**src/rtl/frame_pkg.sv**
```systemverilog
// frame_pkg: state encoding, frame byte constants and defaults shared by frame transmitter and receiver.
package frame_pkg;
  typedef enum logic [3:0] {
    S_IDLE, S_PRE, S_SFD, S_ID, S_CMD, S_LEN0, S_LEN1, S_P_RD, S_P_TX, S_CSUM, S_FIN
  } frame_state_t;
  localparam logic [7:0] B_PRE = 8'h55;
  localparam logic [7:0] B_SFD = 8'hD5;
  localparam logic [7:0] B_ID  = 8'hFA;
  localparam logic [7:0] B_WR  = 8'hAA;
  localparam logic [7:0] B_RD  = 8'h55;
  localparam logic [7:0] B_NUL = 8'h00;
  localparam int DEF_PAYLOAD_LEN = 40000;
endpackage

```
**src/rtl/frame_tx.sv**
```systemverilog
// frame_tx: builds preamble/SFD/ID/CMD/LEN header plus memory payload and streams it to a UART over valid/ready.
// Define FRAME_TX_CHKSUM_EN to append a modulo-256 checksum of CMD through the last payload byte.
module frame_tx
  import frame_pkg::*;
#(
  parameter int PAYLOAD_LEN = DEF_PAYLOAD_LEN,
  parameter int PRE_CNT     = 7
) (
  input  logic        sclk,
  input  logic        rst_n,
  input  logic        start,
  input  logic        cmd_sel,
  output logic        mem_rd_en,
  output logic [15:0] mem_addr,
  input  logic [7:0]  mem_rd_data,
  output logic [7:0]  tx_data,
  output logic        tx_valid,
  input  logic        tx_ready,
  output logic        busy,
  output logic        done
);
  localparam logic [15:0] LAST_ADDR = 16'(PAYLOAD_LEN - 1);
  localparam logic [15:0] LAST_PRE  = 16'(PRE_CNT - 1);
`ifdef FRAME_TX_CHKSUM_EN
  localparam frame_state_t TAIL = S_CSUM;
  logic [7:0] r_csum;
`else
  localparam frame_state_t TAIL = S_FIN;
`endif
  frame_state_t r_state, w_next;
  logic        r_cmd, r_rd_pend;
  logic [15:0] r_cnt, r_addr;
  logic [7:0]  r_rd_data;
  logic        w_acc;
  assign w_acc     = tx_valid && tx_ready;
  assign mem_rd_en = r_state == S_P_RD;
  assign mem_addr  = r_addr;
  assign done      = r_state == S_FIN;
  assign busy      = r_state != S_IDLE && r_state != S_FIN;
  always_ff @(posedge sclk or negedge rst_n)
    if (!rst_n) r_state <= S_IDLE;
    else        r_state <= w_next;
  always_comb begin
    w_next = r_state;
    case (r_state)
      S_IDLE:  w_next = start ? S_PRE : S_IDLE;
      S_PRE:   w_next = (w_acc && r_cnt == LAST_PRE) ? S_SFD : S_PRE;
      S_SFD:   w_next = w_acc ? S_ID : S_SFD;
      S_ID:    w_next = w_acc ? S_CMD : S_ID;
      S_CMD:   w_next = w_acc ? S_LEN0 : S_CMD;
      S_LEN0:  w_next = w_acc ? S_LEN1 : S_LEN0;
      S_LEN1:  w_next = w_acc ? (r_cmd ? TAIL : S_P_RD) : S_LEN1;
      S_P_RD:  w_next = S_P_TX;
      S_P_TX:  w_next = w_acc ? ((r_addr == LAST_ADDR) ? TAIL : S_P_RD) : S_P_TX;
`ifdef FRAME_TX_CHKSUM_EN
      S_CSUM:  w_next = w_acc ? S_FIN : S_CSUM;
`endif
      default: w_next = S_IDLE;
    endcase
  end
  // Payload byte is only offered once the memory word has landed in r_rd_data.
  always_comb begin
    tx_valid = (r_state inside {S_PRE, S_SFD, S_ID, S_CMD, S_LEN0, S_LEN1, S_CSUM}) ||
               (r_state == S_P_TX && !r_rd_pend);
    case (r_state)
      S_PRE:   tx_data = B_PRE;
      S_SFD:   tx_data = B_SFD;
      S_ID:    tx_data = B_ID;
      S_CMD:   tx_data = r_cmd ? B_RD : B_WR;
      S_P_TX:  tx_data = r_rd_data;
`ifdef FRAME_TX_CHKSUM_EN
      S_CSUM:  tx_data = r_csum;
`endif
      default: tx_data = B_NUL;
    endcase
  end
  always_ff @(posedge sclk or negedge rst_n)
    if (!rst_n) begin
      r_cmd     <= 1'b0;
      r_rd_pend <= 1'b0;
      r_rd_data <= 8'h00;
      r_cnt     <= 16'd0;
      r_addr    <= 16'd0;
`ifdef FRAME_TX_CHKSUM_EN
      r_csum    <= 8'h00;
`endif
    end else begin
      r_rd_pend <= r_state == S_P_RD;
      if (r_rd_pend) r_rd_data <= mem_rd_data;
      if (r_state == S_IDLE && start) begin
        r_cmd  <= cmd_sel;
        r_cnt  <= 16'd0;
        r_addr <= 16'd0;
      end
      if (r_state == S_PRE && w_acc) r_cnt <= (r_cnt == LAST_PRE) ? 16'd0 : r_cnt + 16'd1;
      if (r_state == S_P_TX && w_acc) r_addr <= (r_addr == LAST_ADDR) ? 16'd0 : r_addr + 16'd1;
`ifdef FRAME_TX_CHKSUM_EN
      if (r_state == S_IDLE) r_csum <= 8'h00;
      else if (w_acc && r_state inside {S_CMD, S_LEN0, S_LEN1, S_P_TX}) r_csum <= r_csum + tx_data;
`endif
    end
endmodule

```
**config.mk**
```make
export PLATFORM = sky130hd
export DESIGN_NAME = frame_tx
export DESIGN_NICKNAME = d
export VERILOG_FILES = /design/src/rtl/frame_pkg.sv /design/src/rtl/frame_tx.sv
export SDC_FILE = /design/constraint.sdc
export NUM_CORES = 1
export LEC_CHECK = 0
export CORE_ASPECT_RATIO = 1.4
export CORE_UTILIZATION = 58
export DETAILED_ROUTE_END_ITERATION = 6
export GPL_TIMING_DRIVEN = 0
export PLACE_DENSITY_LB_ADDON = 0.12
export SKIP_CTS_REPAIR_TIMING = 1
export SYNTH_ARGS = -nofsm -noshare
export SYNTH_HDL_FRONTEND = slang
export SYNTH_SLANG_ARGS = --single-unit
```
**constraint.sdc**
```tcl
create_clock -name sclk -period 3.6 [get_ports sclk]
set_input_delay 0.72 -clock sclk [delete_from_list [all_inputs] [get_ports sclk]]
set_output_delay 0.72 -clock sclk [all_outputs]
set_load 0.01 [all_outputs]
```
==> metrics.md <==
| Metric | Value |
|---|---|
| Cell Area, Synth | `2678 sq um` |
| GPL Wtd Cong | `0.8985` |
| Post-synthesis compound-gate area fraction | `17.24%` |
| Dpl hpwl | `4.552 mm` |
| WS Path Type | `reg2out` |
| Die width | `59.43 um` |
| RSZ-0062 raised after global routing | `false` |
| Pins Over Slew Limit | `0` |
| Final wirelength | `6.124 mm` |
| # setup viols final | `0` |
| Worst slack at placement | `551.6 ps` |
| CTS Buf Count | `5` |
| Xor/xnor cell area share of the yosys netlist | `4.252%` |
| Clock Sinks | `46` |
| Initial antenna violation count | `0` |
| Leak Pwr | `1.349 nW` |
| Area leader, netlist | `dfrtp_1` |
| Root Driver | `clkbuf_8` |
| Slew headroom | `65.32%` |
| Wire per inst | `15.23 um` |
| Share of layout cells above drive strength 1 | `9.649%` |
| Synth Area in Adders | `1.402%` |
| H-tree depth | `2` |
| CTS tree | `done` |
| CP Launch Type | `register` |
| Final core utilization | `74.51%` |
| Crit path DAT | `2490 ps` |
| EDFF count, synth | `0` |
| Global route overflow | `0` |
| Final hold viol count | `0` |
| Vias/cell | `5.900` |
| #FFs+latches synth | `46` |
| ANT nets after route | `0` |
| Largest net degree at the start of global routing | `36` |
| Final Total Pwr | `between 1.5 and 2 mW` |
| Antenna cells | `0` |
| Avg Inst Size Synth | `9.015 sq um` |
| Post-synth ARST share | `100.0%` |
| Crit path max fanout | `14` |
| Post-synth top flop | `dfrtp_1` |
| # placed instances | `397` |
| Period minus WS final | `between 3000 and 4000 ps` |
| Synth Warn # | `0` |
| Detailed Route Iter0 Violations | `173` |
| Die H | `roughly 82 um` |
| Top cell type's share of synthesized area | `a little over two fifths` |
| Register area share after synthesis | `approximately 43%` |
| CTS max path bufs | `2` |
| Top cells by area, synth | `dfrtp_1 (43%), nand2_1 (4.5%), a21oi_1 (3.9%), mux2_2 (3.8%), o21ai_0 (3.4%)` |
| Setup slack after layout | `390.0 ps` |
| GRT Util Overall | `27.60%` |
| Final std cells w/o fill | `~400` |
| Syn_nets | `313` |
| Total number of vias | `2372` |
| Vias in the first global route | `between 2000 and 2500` |
| Required time of the critical path | `2880 ps` |
| Max Cap Violations | `0` |
| Tcrit/Tclk final | `89.17%` |
| Power Density | `570.3 nW/um^2` |
| Largest family of logic cells by synthesized area | `simple AND/OR/NAND/NOR gates` |
| CORE AREA | `around 4300 sq um` |
| Port Buffers | `39` |
| Ports | `around 40` |
| Fin nets | `359` |
| Worst-Margin Slew | `~520 ps` |
| F_max | `approximately 310 MHz` |
| Worst hold-check path type | `in2async` |
| First-pass GRT wire length | `10.19 mm` |
| Mux contribution to synthesized area | `about 3.8%` |
| Commonest non-fill, non-tap cell in the layout | `dfrtp_1` |
| FP Rows | `28` |
| Library cells used by synthesis | `between 40 and 50` |
| Setup_tns | `0 ps` |
| Worst-path clk slew | `80 ps` |
| Die area | `4896 sq um` |
| Initial core utilization | `roughly three fifths` |
| Residual DRC | `0` |
| Mapped Cells | `297` |
| Critical Path End Type | `primary output` |
| Pre-antenna DRT Iters | `4` |
| Layout Skew | `roughly 7.4 ps` |
| Most frequent cells in the layout | `dfrtp_1 (46), clkdlybuf4s50_1 (38), nand2_1 (32), nor2_1 (23), a21oi_1 (21)` |
| Area share of and/or/nand/nor cells after synthesis | `a little over a quarter` |
| Max VDD drop | `0.4546 mV` |
| Worst-Skew Late Latency | `slightly below 300 ps` |
| Area grow syn2layout | `20.89%` |
| Outcome | `finished, final reports clean` |
==> worst max-delay path, cell delays in order (launching register included) <==
cell,delay [ps]
dfrtp_1,650
and2b_1,190
clkbuf_1,330
nand2_1,100
a21oi_1,150
a21oi_1,60
o22ai_1,160
clkdlybuf4s50_1,550
==> where the power goes <==
part           switching (mW)  internal, mW
clock                   0.156         0.148
combinational           0.462         0.387
sequential             0.0953         0.598
total                   0.713          1.13
==> synthesized netlist by cell type (all sizes together), types with 2 or more instances <==
cell type  instances
and3               8
xor2               8
nand2             33
o211ai             2
xnor2              5
ha                 3
a41oi              3
nor4b              2
clkbuf            10
a22o               2
a31oi              7
nor4               5
nor2              23
dfrtp             46
buf                6
nor3b              2
a21o               3
o21ai             18
o22ai              6
or2                5
a211o              4
mux2               9
nor3               7
a21oi             22
nand3             17
or3                5
nand4              5
nor2b              4
nand2b             3
and2               3
and4               6
inv                5
==> sequential cells by signal, indices dropped and copies added (netlist names) <==
register   flops
r_state        4
mem_addr      16
r_cmd          1
r_cnt         16
r_rd_pend      1
r_rd_data      8
==> routing by layer <==
layer  up-vias  GRT usage (%)  share of wire, %
met2        54          51.12                55
met4         0          7.857              0.51
met1      1150          32.66                41
li1       1166              -                 -
met5         -              0                 0
met3         2          3.738               3.4
==> final cells by class <==
class	instances	area [sq um]
multi-input combinational	230	1439
inverter	5	18.77
buffer	15	65.06
fill	341	1107
timing repair buffer	40	405.4
tap	60	75.07
clock buffer	6	82.58
sequential	46	1151
==> kinds of logic (layout without fill, tap and decap cells) <==
family	Yosys count	in the layout
simple gates	133	133
compound gates	72	72
xor+xnor	13	13
mux	9	9
buf+inv	21	66
fa+ha+maj	3	3
flops	46	46
==> per-stage QoR <==
step	cell area, sq um	hold WS [ps]
finish	3237	303.4
floorplan	2678	424.4
detailed placement	3158	491.3
global placement	3143	492.5
CTS	3241	307.3
global route	3237	312.8
==> final timing paths <==
| path | from | endpoint | cells past startpoint | slack, ps |
|---|---|---|---|---|
| max | r_state[3] | tx_data[0] | 7 | 390 |
| min | rst_n | r_state[2] | 1 | 300 |
| max reg2reg | r_state[3] | r_cnt[12] | 6 | 1410 |
| min reg2reg | r_cnt[15] | r_cnt[15] | 1 | 510 |
| max in group asynchronous | rst_n | r_cnt[1] | 2 | 2820 |
| min in group sclk | r_cnt[15] | r_cnt[15] | 1 | 510 |
Power figures use the tool's default switching activity.
